<file path="config.mk">
export PLATFORM = sky130hd
export DESIGN_NAME = ps2_host_tx
export DESIGN_NICKNAME = d
export VERILOG_FILES = /design/src/rtl/ps2_host_tx.sv
export SDC_FILE = /design/constraint.sdc
export NUM_CORES = 1
export LEC_CHECK = 0
export CORE_MARGIN = 2
export CORE_UTILIZATION = 59
export CTS_CLUSTER_DIAMETER = 100
export DETAILED_ROUTE_END_ITERATION = 10
export GPL_ROUTABILITY_DRIVEN = 1
export GPL_TIMING_DRIVEN = 1
export PLACE_DENSITY = 0.79
export SETUP_SLACK_MARGIN = 0.3
export SKIP_CTS_REPAIR_TIMING = 1
export SLEW_MARGIN = 30
export SYNTH_ARGS = -nofsm -noshare
export SYNTH_HDL_FRONTEND = slang
export SYNTH_SLANG_ARGS = --single-unit
</file>
<file path="constraint.sdc">
create_clock -name CLOCK_50 -period 2.9 [get_ports CLOCK_50]
set_input_delay 0.87 -clock CLOCK_50 [delete_from_list [all_inputs] [get_ports CLOCK_50]]
set_output_delay 0.87 -clock CLOCK_50 [all_outputs]
set_load 0.005 [all_outputs]
</file>
<file path="src/rtl/ps2_host_tx.sv">
// PS/2 host-to-device transmitter: inhibits the bus, requests to send, shifts one
// command byte out on device clock falls, then checks the device ACK.
module ps2_host_tx #(
  parameter int INHIBIT_CYCLES = 6000,
  parameter int START_TIMEOUT  = 750000,
  parameter int FRAME_TIMEOUT  = 100000
) (
  input  logic       CLOCK_50,
  input  logic       RESET,
  input  logic       tx_valid,
  input  logic [7:0] tx_data,
  output logic       tx_ready,
  output logic       busy,
  output logic       tx_done,
  output logic       tx_err,
  input  logic       PS2_KBCLK,
  input  logic       PS2_KBDAT,
  output logic       ps2_clk_low,
  output logic       ps2_dat_low
);

  localparam int TW = $clog2(START_TIMEOUT + 1);
  localparam int FW = $clog2(FRAME_TIMEOUT + 1);

  localparam logic [TW-1:0] INHIBIT_LAST = TW'(INHIBIT_CYCLES - 1);
  localparam logic [TW-1:0] START_LAST   = TW'(START_TIMEOUT - 1);
  localparam logic [FW-1:0] FRAME_LAST   = FW'(FRAME_TIMEOUT - 1);

  typedef enum logic [2:0] {
    S_IDLE,
    S_INHIBIT,
    S_RTS,
    S_SEND,
    S_ACK,
    S_WAIT_IDLE,
    S_ABORT
  } state_t;

  state_t        state;
  logic [TW-1:0] timer;
  logic [FW-1:0] frame_timer;
  logic [3:0]    bit_cnt;
  logic [8:0]    shift_reg;

  logic clk_s1, clk_s2, clk_prev;
  logic dat_s1, dat_s2;
  logic fall;

  logic start_expired;
  logic frame_expired;
  logic nack;
  logic abort_now;

  // NOTE: synchronizers reset to 1 (idle bus) so leaving reset never looks like a fall.
  always_ff @(posedge CLOCK_50 or posedge RESET) begin
    if (RESET) begin
      clk_s1   <= 1'b1;
      clk_s2   <= 1'b1;
      clk_prev <= 1'b1;
      dat_s1   <= 1'b1;
      dat_s2   <= 1'b1;
    end else begin
      clk_s1   <= PS2_KBCLK;
      clk_s2   <= clk_s1;
      clk_prev <= clk_s2;
      dat_s1   <= PS2_KBDAT;
      dat_s2   <= dat_s1;
    end
  end

  assign fall = clk_prev & ~clk_s2;

  // A device fall in RTS wins over the start timeout; the frame timeout wins over everything.
  always_comb begin
    start_expired = 1'b0;
    frame_expired = 1'b0;
    nack          = 1'b0;
    case (state)
      S_RTS:               start_expired = !fall && (timer == START_LAST);
      S_SEND, S_WAIT_IDLE: frame_expired = (frame_timer == FRAME_LAST);
      S_ACK: begin
        frame_expired = (frame_timer == FRAME_LAST);
        nack          = fall && dat_s2;
      end
      default: ;
    endcase
    abort_now = start_expired | frame_expired | nack;
  end

  always_ff @(posedge CLOCK_50 or posedge RESET) begin
    if (RESET) begin
      state       <= S_IDLE;
      timer       <= '0;
      frame_timer <= '0;
      bit_cnt     <= '0;
      shift_reg   <= '0;
      tx_ready    <= 1'b1;
      busy        <= 1'b0;
      tx_done     <= 1'b0;
      tx_err      <= 1'b0;
      ps2_clk_low <= 1'b0;
      ps2_dat_low <= 1'b0;
    end else begin
      tx_done <= 1'b0;
      tx_err  <= 1'b0;
      if (abort_now) begin
        state       <= S_ABORT;
        timer       <= '0;
        tx_err      <= 1'b1;
        ps2_clk_low <= 1'b0;
        ps2_dat_low <= 1'b0;
      end else begin
        case (state)
          S_IDLE: begin
            tx_ready    <= 1'b1;
            busy        <= 1'b0;
            timer       <= '0;
            ps2_clk_low <= 1'b0;
            ps2_dat_low <= 1'b0;
            if (tx_valid && tx_ready) begin
              shift_reg   <= {~^tx_data, tx_data};
              state       <= S_INHIBIT;
              tx_ready    <= 1'b0;
              busy        <= 1'b1;
              ps2_clk_low <= 1'b1;
            end
          end

          S_INHIBIT: begin
            if (timer == INHIBIT_LAST) begin
              state       <= S_RTS;
              timer       <= '0;
              ps2_clk_low <= 1'b0;
              ps2_dat_low <= 1'b1;
            end else if (timer != '1) begin
              timer <= timer + 1'b1;
            end
          end

          // The first device fall puts data bit 0 on the line.
          S_RTS: begin
            if (fall) begin
              state       <= S_SEND;
              timer       <= '0;
              frame_timer <= '0;
              bit_cnt     <= '0;
              ps2_dat_low <= ~shift_reg[0];
              shift_reg   <= shift_reg >> 1;
            end else if (timer != '1) begin
              timer <= timer + 1'b1;
            end
          end

          // bit_cnt is the index of the bit currently on the line (8 = parity).
          S_SEND: begin
            if (frame_timer != '1) frame_timer <= frame_timer + 1'b1;
            if (fall) begin
              if (bit_cnt == 4'd8) begin
                state       <= S_ACK;
                bit_cnt     <= 4'd9;
                ps2_dat_low <= 1'b0;
              end else begin
                bit_cnt     <= bit_cnt + 4'd1;
                ps2_dat_low <= ~shift_reg[0];
                shift_reg   <= shift_reg >> 1;
              end
            end
          end

          S_ACK: begin
            if (frame_timer != '1) frame_timer <= frame_timer + 1'b1;
            if (fall) state <= S_WAIT_IDLE;
          end

          S_WAIT_IDLE: begin
            if (frame_timer != '1) frame_timer <= frame_timer + 1'b1;
            if (clk_s2 && dat_s2) begin
              state   <= S_IDLE;
              tx_done <= 1'b1;
            end
          end

          S_ABORT: begin
            state    <= S_IDLE;
            tx_ready <= 1'b1;
            busy     <= 1'b0;
          end

          default: state <= S_IDLE;
        endcase
      end
    end
  end

endmodule

</file>
# After elaboration in Yosys (flattened, before gate mapping)

Cells that the tools add are included.

Register bits after elaboration: 64
Bits of input ports: 13
Output and inout bits: 6
Word-level logic and storage cells: 117

Add/subtract/negate cells: 3
Equality and inequality tests: 24
Multiplexer cells: 46
Bitwise gates (word level): 6
Reduce and logical (&&, ||, !) cells: 22

Operators by type and width:

| operator                | number |
|---|---|
| $mux W20                | 4 |
| $pmux W20 S3            | 1 |
| $mux W9                 | 4 |
| $mux W17                | 2 |
| $pmux W17 S2            | 1 |
| $pmux W9 S3             | 1 |
| $mux W3                 | 8 |
| $ne A3 B3 Y1 const B    | 7 |
| $add A20 B1 Y20 const B | 1 |
| $eq A20 B13 Y1 const B  | 1 |
| $eq A20 B20 Y1 const B  | 1 |
| $ne A20 B20 Y1 const B  | 1 |
| $pmux W3 S6             | 1 |
| $add A17 B1 Y17 const B | 1 |
| $eq A17 B17 Y1 const B  | 1 |
| $ne A17 B17 Y1 const B  | 1 |
| $mux W1                 | 16 |
| $mux W4                 | 3 |
| $reduce_and A4 Y1       | 3 |
| $eq A3 B3 Y1 const B    | 3 |
| $ne A2 B2 Y1 const B    | 4 |
| $pmux W4 S2             | 1 |
| $reduce_xnor A8 Y1      | 1 |
| $reduce_and A7 Y1       | 1 |
| 20 further kinds        | 33 |

# Logic depth before layout (Yosys ltp)

Gate-level depths: netlist of run 1.

Depth after elaboration: 9
Gate-level depth with buffers: 13

# Worst setup path after synthesis of run 1

OpenSTA, ideal clock, no wires.

Kind: register -> register
Start: register frame_timer[0]
End: register frame_timer[2]
Data arrival time: 2.381 ns
Data required time: 2.775 ns
Slack: 0.394 ns
Stages on the path, launching flop included: 14
Path buffers: 2
Clock period less this slack: 2.506 ns
Cells stage by stage: dfrtp_1 > ha_1 > nand2_1 > nor4_1 > and3_1 > and3_1 > ha_1 > a21oi_1 > nor2_1 > or3_1 > clkbuf_1 > clkbuf_1 > o21ai_0 > o21ai_1

Cells in the longest elaborated chain, start to end: 6
Elaborated cells between the ends (all ways): 11
Classes of those cells: add/sub: 1; eq/ne: 3; mux: 3; bitwise: 3; reduce/logical: 1

Ends and longest elaborated chain:

| item                                                                    | line | RTL |
|---|---|---|
| start, declared                                                         | 41   | `logic [FW-1:0] frame_timer;` |
| start signal, assigned                                                  | 156  | `if (frame_timer != '1) frame_timer <= frame_timer + 1'b1;` |
| start signal, assigned                                                  | 171  | `if (frame_timer != '1) frame_timer <= frame_timer + 1'b1;` |
| start signal, assigned                                                  | 176  | `if (frame_timer != '1) frame_timer <= frame_timer + 1'b1;` |
| parallel branches: the longest is 6 deep, another holds $add A17 B1 Y17 | n/a  |  |

Parallel ways; which one is timed is not known. The select of a mux whose other input is x is not followed.
A chain may end at the register's enable or synchronous reset.

# Final worst setup path of run 1

Start: register frame_timer[0]
End: register frame_timer[3]

Same word-level chain as after synthesis.

==> results of run 1 <==
## power breakdown
group          internal, mW  leakage (nW)  total [mW]  switching (mW)
clock network         0.330        0.0861       0.678           0.348
registers              1.07         0.831        1.20           0.133
logic                 0.662         0.906        1.50           0.842
total                  2.06          1.82        3.39            1.32
## cells by family after synthesis
logic type,share of synthesized area
and+or+nand+nor,0.280
DFF,0.434
xor gates and xnor gates,0.0213
AOI/OAI and AO/OA,0.171
muxes,0.0382
buffers and inverters,0.0392
adders and majority gates,0.0169
## layer usage
layer | vias up | track usage | share of wire
met2 | 94 | 0.385 | 0.48
met5 | - | 0 | 0
met3 | 11 | 0.0368 | 0.042
met4 | 0 | 0.118 | 0.018
met1 | 1576 | 0.337 | 0.46
li1 | 1595 | - | -
## area by class of cell
class                   instances  area (um^2)  area share
inverters                      11         41.3     0.00962
multi-input cells             334         2010       0.468
clock inverters                 4         22.5     0.00525
flip-flops and latches         64         1610       0.376
repair buffers                 37          364      0.0849
clock buffers                  12          145      0.0338
well taps                      75         93.8      0.0219
## worst max-delay path by stage
| stage | start | to | slack, ns | cells past startpoint |
|---|---|---|---|---|
| after floorplan | frame_timer[0]$_DFFE_PP0P_ | frame_timer[2]$_DFFE_PP0P_ | 0.39 | 13 |
| after global placement | tx_valid | shift_reg[5]$_DFFE_PP0P_ | 0.30 | 6 |
| after detailed placement | state[0]$_DFFE_PP0P_ | timer[6]$_DFFE_PP0P_ | 0.23 | 6 |
| after CTS | state[0]$_DFFE_PP0P_ | timer[6]$_DFFE_PP0P_ | 0.21 | 6 |
| after global routing | frame_timer[0]$_DFFE_PP0P_ | frame_timer[3]$_DFFE_PP0P_ | 0.20 | 11 |
| final | frame_timer[0]$_DFFE_PP0P_ | frame_timer[3]$_DFFE_PP0P_ | 0.30 | 11 |
## worst max-delay path: stages (launching register included)
cell      delay, ns
dfrtp_1        0.43
ha_4           0.20
nand2_2        0.10
nor4_4         0.06
and3_1         0.21
and3_1         0.19
ha_2           0.19
a21oi_1        0.14
nor2_1         0.05
or3_1          0.34
or4_1          0.50
o211ai_1       0.11
## synthesized netlist by cell type (4+ instances only)
| cell type | n |
|---|---|
| nor3_1 | 8 |
| ha_1 | 5 |
| nand2_1 | 75 |
| o21ai_0 | 36 |
| dfstp_2 | 6 |
| a21oi_1 | 18 |
| o21ai_1 | 13 |
| nor2_1 | 32 |
| nand4_1 | 14 |
| nor2b_1 | 6 |
| clkbuf_1 | 16 |
| nand2b_1 | 7 |
| xnor2_1 | 7 |
| mux2i_1 | 4 |
| dfrtp_1 | 58 |
| inv_1 | 10 |
| mux2_1 | 9 |
| and3_1 | 10 |
| a31oi_1 | 7 |
| nand3_1 | 23 |
## stage by stage
stage	power, mW	worst slack (ns)	cell area (um^2)	utilization
floorplan	2.21	0.394	3700	-
global placement	2.49	0.302	3970	0.663
detailed placement	2.54	0.227	3970	0.663
CTS	3.23	0.215	4140	0.691
global route	3.63	0.198	4290	0.716
finish	3.39	0.304	4290	0.716
==> impl_metrics.toml, run 1 <==
[yosys]
synth_seq_cells = 64
postSynthAreaPerCell_um2 = 8.62
ys_types = 56
yosys_warnings = 0
synthCells = 430
synth.top_cells.by_area = "dfrtp_1 39%, nand2_1 7.6%, o21ai_0 4.9%"
yosysTopAreaCell = "dfrtp_1"
synth_top_area_frac = 0.392
synth-async-reset-ratio = 1.00
syn-num-nets = 448
synth_seq_area_share = 0.434
syn_area_um2 = 3700
synth_flop_cell = "dfrtp_1"
synth_edf_count = 0

[placement]
place_inst = 513
hpwl_um = 5700
gp_congestion = 0.880
portBuffers = 18

[sta]
fin_crit_ns = 2.60
setup-tns-final_ns = 0
setup_viol_count_final = 0
fin_skew_ns = 0.0160
slew_violations = 0
hold_viol = 0
max_slew_margin = 0.486
timing.fmax_mhz = 385
rsz0062_at_grt = "true"
holdWs_ns = 0.355
period_share = 0.895
tightestPinTransition_ns = 0.770

[clock_network]
cts_buffer_depth = 2
root_buffer = "clkbuf_8"
clk_latency_ns = 0.35
cts_sinks = 64
cts_made_buffers = 9
clk_pin_slew_ns = 0.07
cts_tree = "built"
htree_levels = 3

[route]
initialDrtViolationCount = 288
drtAntennaViolNets = 0
routed_wl_um = 8320
drt_pass1_iterations = 5
routedWlPerCell_um = 15.5
viasPerCell = 6.10
drc = 0
via_count = 3276

[critical_path]
arrival_ns = 2.86
r2r_start = "frame_timer[0]$_DFFE_PP0P_"
critPathKind = "register to register"
worstPathRequired_ns = 3.16
cp-start-kind = "register"
r2r_cells = 11
r2r_setup_slack_ns = 0.30
cp-end-kind = "register"
r2r_end = "frame_timer[3]$_DFFE_PP0P_"
critical_path.max_fanout = 4

[global_routing]
grt_overflow_total = 0
grt_first_pass_wirelength_um = 13900
grt_pass1_vias = 3028
antenna_found_initial = 0
grt_max_degree = 30
grt_usage = 0.247

[hold_path]
whs_path_depth = 0
min_path_type = "register to register"
min_to = "dat_s2$_DFF_PP1_"
min_from = "dat_s1$_DFF_PP1_"

[final_layout]
syn_to_final_growth_pct = 15.8
drive_gt1_frac = 0.130
fin_nets = 475
layout_common_cells = "74 x nand2_1, 54 x dfrtp_1, 31 x o21ai_0, 30 x nor2_1, 23 x nand3_1"
fin_cells = 537
antennaDiodeCount = 0
largest_reg_flops = 20
layout_commonest_cell = "nand2_1"
nFillCells = 469

[run]
max-cap-violations = 0

[floorplanning]
rows = 28
die_y_um = 83.2
pin_count = 19
die_w_um = 83.2
die_area_um2 = 6930
core_area_um2 = 5990
floorplan.initialDensity = 0.618

[outcome]
status = "finished, final reports clean"

[power_and_ir_drop]
peakVddDrop_uv = 539
leakage_nw = 1.82
cellPowerDensity_nw_per_um2 = 789
No activity file was read; power rests on OpenSTA's default activity.
==> inputs of run 2 (changes only) <==
--- a/config.mk
+++ b/config.mk
@@ -7,7 +7,6 @@
 export LEC_CHECK = 0
 export CORE_MARGIN = 2
 export CORE_UTILIZATION = 59
-export CTS_CLUSTER_DIAMETER = 100
 export DETAILED_ROUTE_END_ITERATION = 10
 export GPL_ROUTABILITY_DRIVEN = 1
 export GPL_TIMING_DRIVEN = 1
==> results of run 2 <==
No change in the layout: final DEF, timing and power equal those of run 1.
==> inputs of run 3 (changes only) <==
--- a/config.mk
+++ b/config.mk
@@ -6,11 +6,12 @@
 export NUM_CORES = 1
 export LEC_CHECK = 0
 export CORE_MARGIN = 2
-export CORE_UTILIZATION = 59
+export CORE_UTILIZATION = 60
 export DETAILED_ROUTE_END_ITERATION = 10
 export GPL_ROUTABILITY_DRIVEN = 1
 export GPL_TIMING_DRIVEN = 1
-export PLACE_DENSITY = 0.79
+export PLACE_DENSITY = 0.8
+export REMOVE_ABC_BUFFERS = 1
 export SETUP_SLACK_MARGIN = 0.3
 export SKIP_CTS_REPAIR_TIMING = 1
 export SLEW_MARGIN = 30
==> run 3 against run 2 <==
Via count up 0.12%. Register-to-register slack better by 0.05 ns. Non-clock buffer count up 2. Combinational power about the same. Sequential share of layout area down 0.43 points. Final area up 0.99%. Worst hold slack better by 0.0042 ns. Die area down 1.6%.
==> impl_metrics.toml, run 3 (same netlist as run 1, synthesis figures left out) <==
[sta]
fin_skew_ns = 0.0130
max_slew_margin = 0.560
timing.fmax_mhz = 392
period_share = 0.879
setup-tns-final_ns = 0
rsz0062_at_grt = "true"
tightestPinTransition_ns = 0.660
hold_viol = 0
slew_violations = 0
setup_viol_count_final = 0
fin_crit_ns = 2.55

[power_and_ir_drop]
p_int_mw = 2.23
leakage_nw = 1.83
p_clk_frac = 0.246
cellPowerDensity_nw_per_um2 = 820
power.total_mw = 3.55
peakVddDrop_uv = 435
pwr-share-seq = 0.340
comb_power_share = 0.414
switching_share = 0.371
p_sw_mw = 1.32

[critical_path]
arrival_ns = 2.79
cp_cell_sequence = "or4b_1 -> or4_4 -> o21a_4 -> nor3b_4 -> buf_4 -> a21o_1 -> a22o_1"
worstPathRequired_ns = 3.14
critical_path.max_fanout = 8
slowest_delay_ns = 0.55
slowest_stage = "or4_4"
cp-end-kind = "register"
cp-start-kind = "register"
critPathKind = "register to register"

[final_layout]
drive_gt1_frac = 0.134
fin_nets = 477
syn_to_final_growth_pct = 17.0
layout_common_cells = "74 x nand2_1, 56 x dfrtp_1, 31 x nor2_1, 31 x o21ai_0, 23 x nand3_1"
largest_reg_flops = 20
layout_commonest_cell = "nand2_1"
antennaDiodeCount = 0

[global_routing]
grt_max_degree = 65
grt_overflow_total = 0
grt_pass1_vias = 3004
grt_usage = 0.264
grt_first_pass_wirelength_um = 13800
antenna_found_initial = 0

[clock_network]
clk_latency_ns = 0.35
cts_made_buffers = 9
clk_pin_slew_ns = 0.07
htree_levels = 3
cts_sinks = 64
root_buffer = "clkbuf_8"
cts_buffer_depth = 2
cts_tree = "built"

[floorplanning]
die_w_um = 82.6
floorplan.initialDensity = 0.622
core_area_um2 = 5960
rows = 28
die_y_um = 82.6
pin_count = 19
die_area_um2 = 6820

[route]
routed_wl_um = 8330
routedWlPerCell_um = 15.5
via_count = 3280
drt_pass1_iterations = 5
viasPerCell = 6.09
drc = 0
drtAntennaViolNets = 0
initialDrtViolationCount = 264

[hold_path]
min_path_type = "register to register"

[placement]
portBuffers = 18
gp_congestion = 0.876
hpwl_um = 5520

[run]
max-cap-violations = 0

[outcome]
status = "finished, final reports clean"
## run 3: path summary, 6_finish.rpt
check                                       from                         end  slack, ns  cells after the start
setup / recovery           timer[14]$_DFFE_PP0P_       timer[10]$_DFFE_PP0P_       0.35                      7
hold / removal                  clk_s1$_DFF_PP1_            clk_s2$_DFF_PP1_       0.36                      0
setup reg to reg           timer[14]$_DFFE_PP0P_       timer[10]$_DFFE_PP0P_       0.35                      7
hold reg to reg                 clk_s1$_DFF_PP1_            clk_s2$_DFF_PP1_       0.36                      0
max in group asynchronous                  RESET            clk_s1$_DFF_PP1_       1.67                      3
min in group asynchronous                  RESET  frame_timer[6]$_DFFE_PP0P_       0.90                      3
## run 3: through the flow
| stage | std cells | instance area (um^2) | utilization | worst slack (ns) | hold slack, ns |
|---|---|---|---|---|---|
| final | 539 | 4330 | 0.728 | 0.350 | 0.360 |
| after global placement | 513 | 3970 | 0.667 | 0.308 | 0.347 |
| after detailed placement | 513 | 3970 | 0.667 | 0.153 | 0.350 |
| after CTS | 529 | 4190 | 0.704 | 0.152 | 0.361 |
| after global routing | 539 | 4330 | 0.728 | 0.237 | 0.365 |
| after floorplan | 409 | 3600 | - | 0.225 | 0.345 |
## run 3: cell type report
cell class,count,area (um^2)
repair buffers,39,359
clock buffers,13,159
multi-input cells,334,2000
clock inverters,3,65.1
inverters,11,41.3
fillers,451,1620
well taps,75,93.8
flip-flops and latches,64,1610
## run 3: metal layers
metal	wire [um]	up-vias	track usage
met5	0	-	0
met4	163	0	0.105
met1	3740	1564	0.353
met2	4070	96	0.435
met3	354	16	0.0370
li1	-	1604	-
## run 3: worst max-delay path: cells and delay by family, from the launching register on
family                 cells  cell delay (ns)
AO/OA/AOI/OAI              3             0.58
buffers and inverters      1             0.17
AND/OR/NAND/NOR            3             1.27
flip-flops                 1             0.43
## run 3: power by group through the flow
stage / Combinational (mW) / Clock, mW / Sequential, mW
finish: 1.47 / 0.875 / 1.21
global route: 1.65 / 0.929 / 1.23
CTS: 1.35 / 0.887 / 1.20
detailed placement: 1.35 / 0 / 1.21
global placement: 1.30 / 0 / 1.20
floorplan: 0.885 / 0 / 1.23
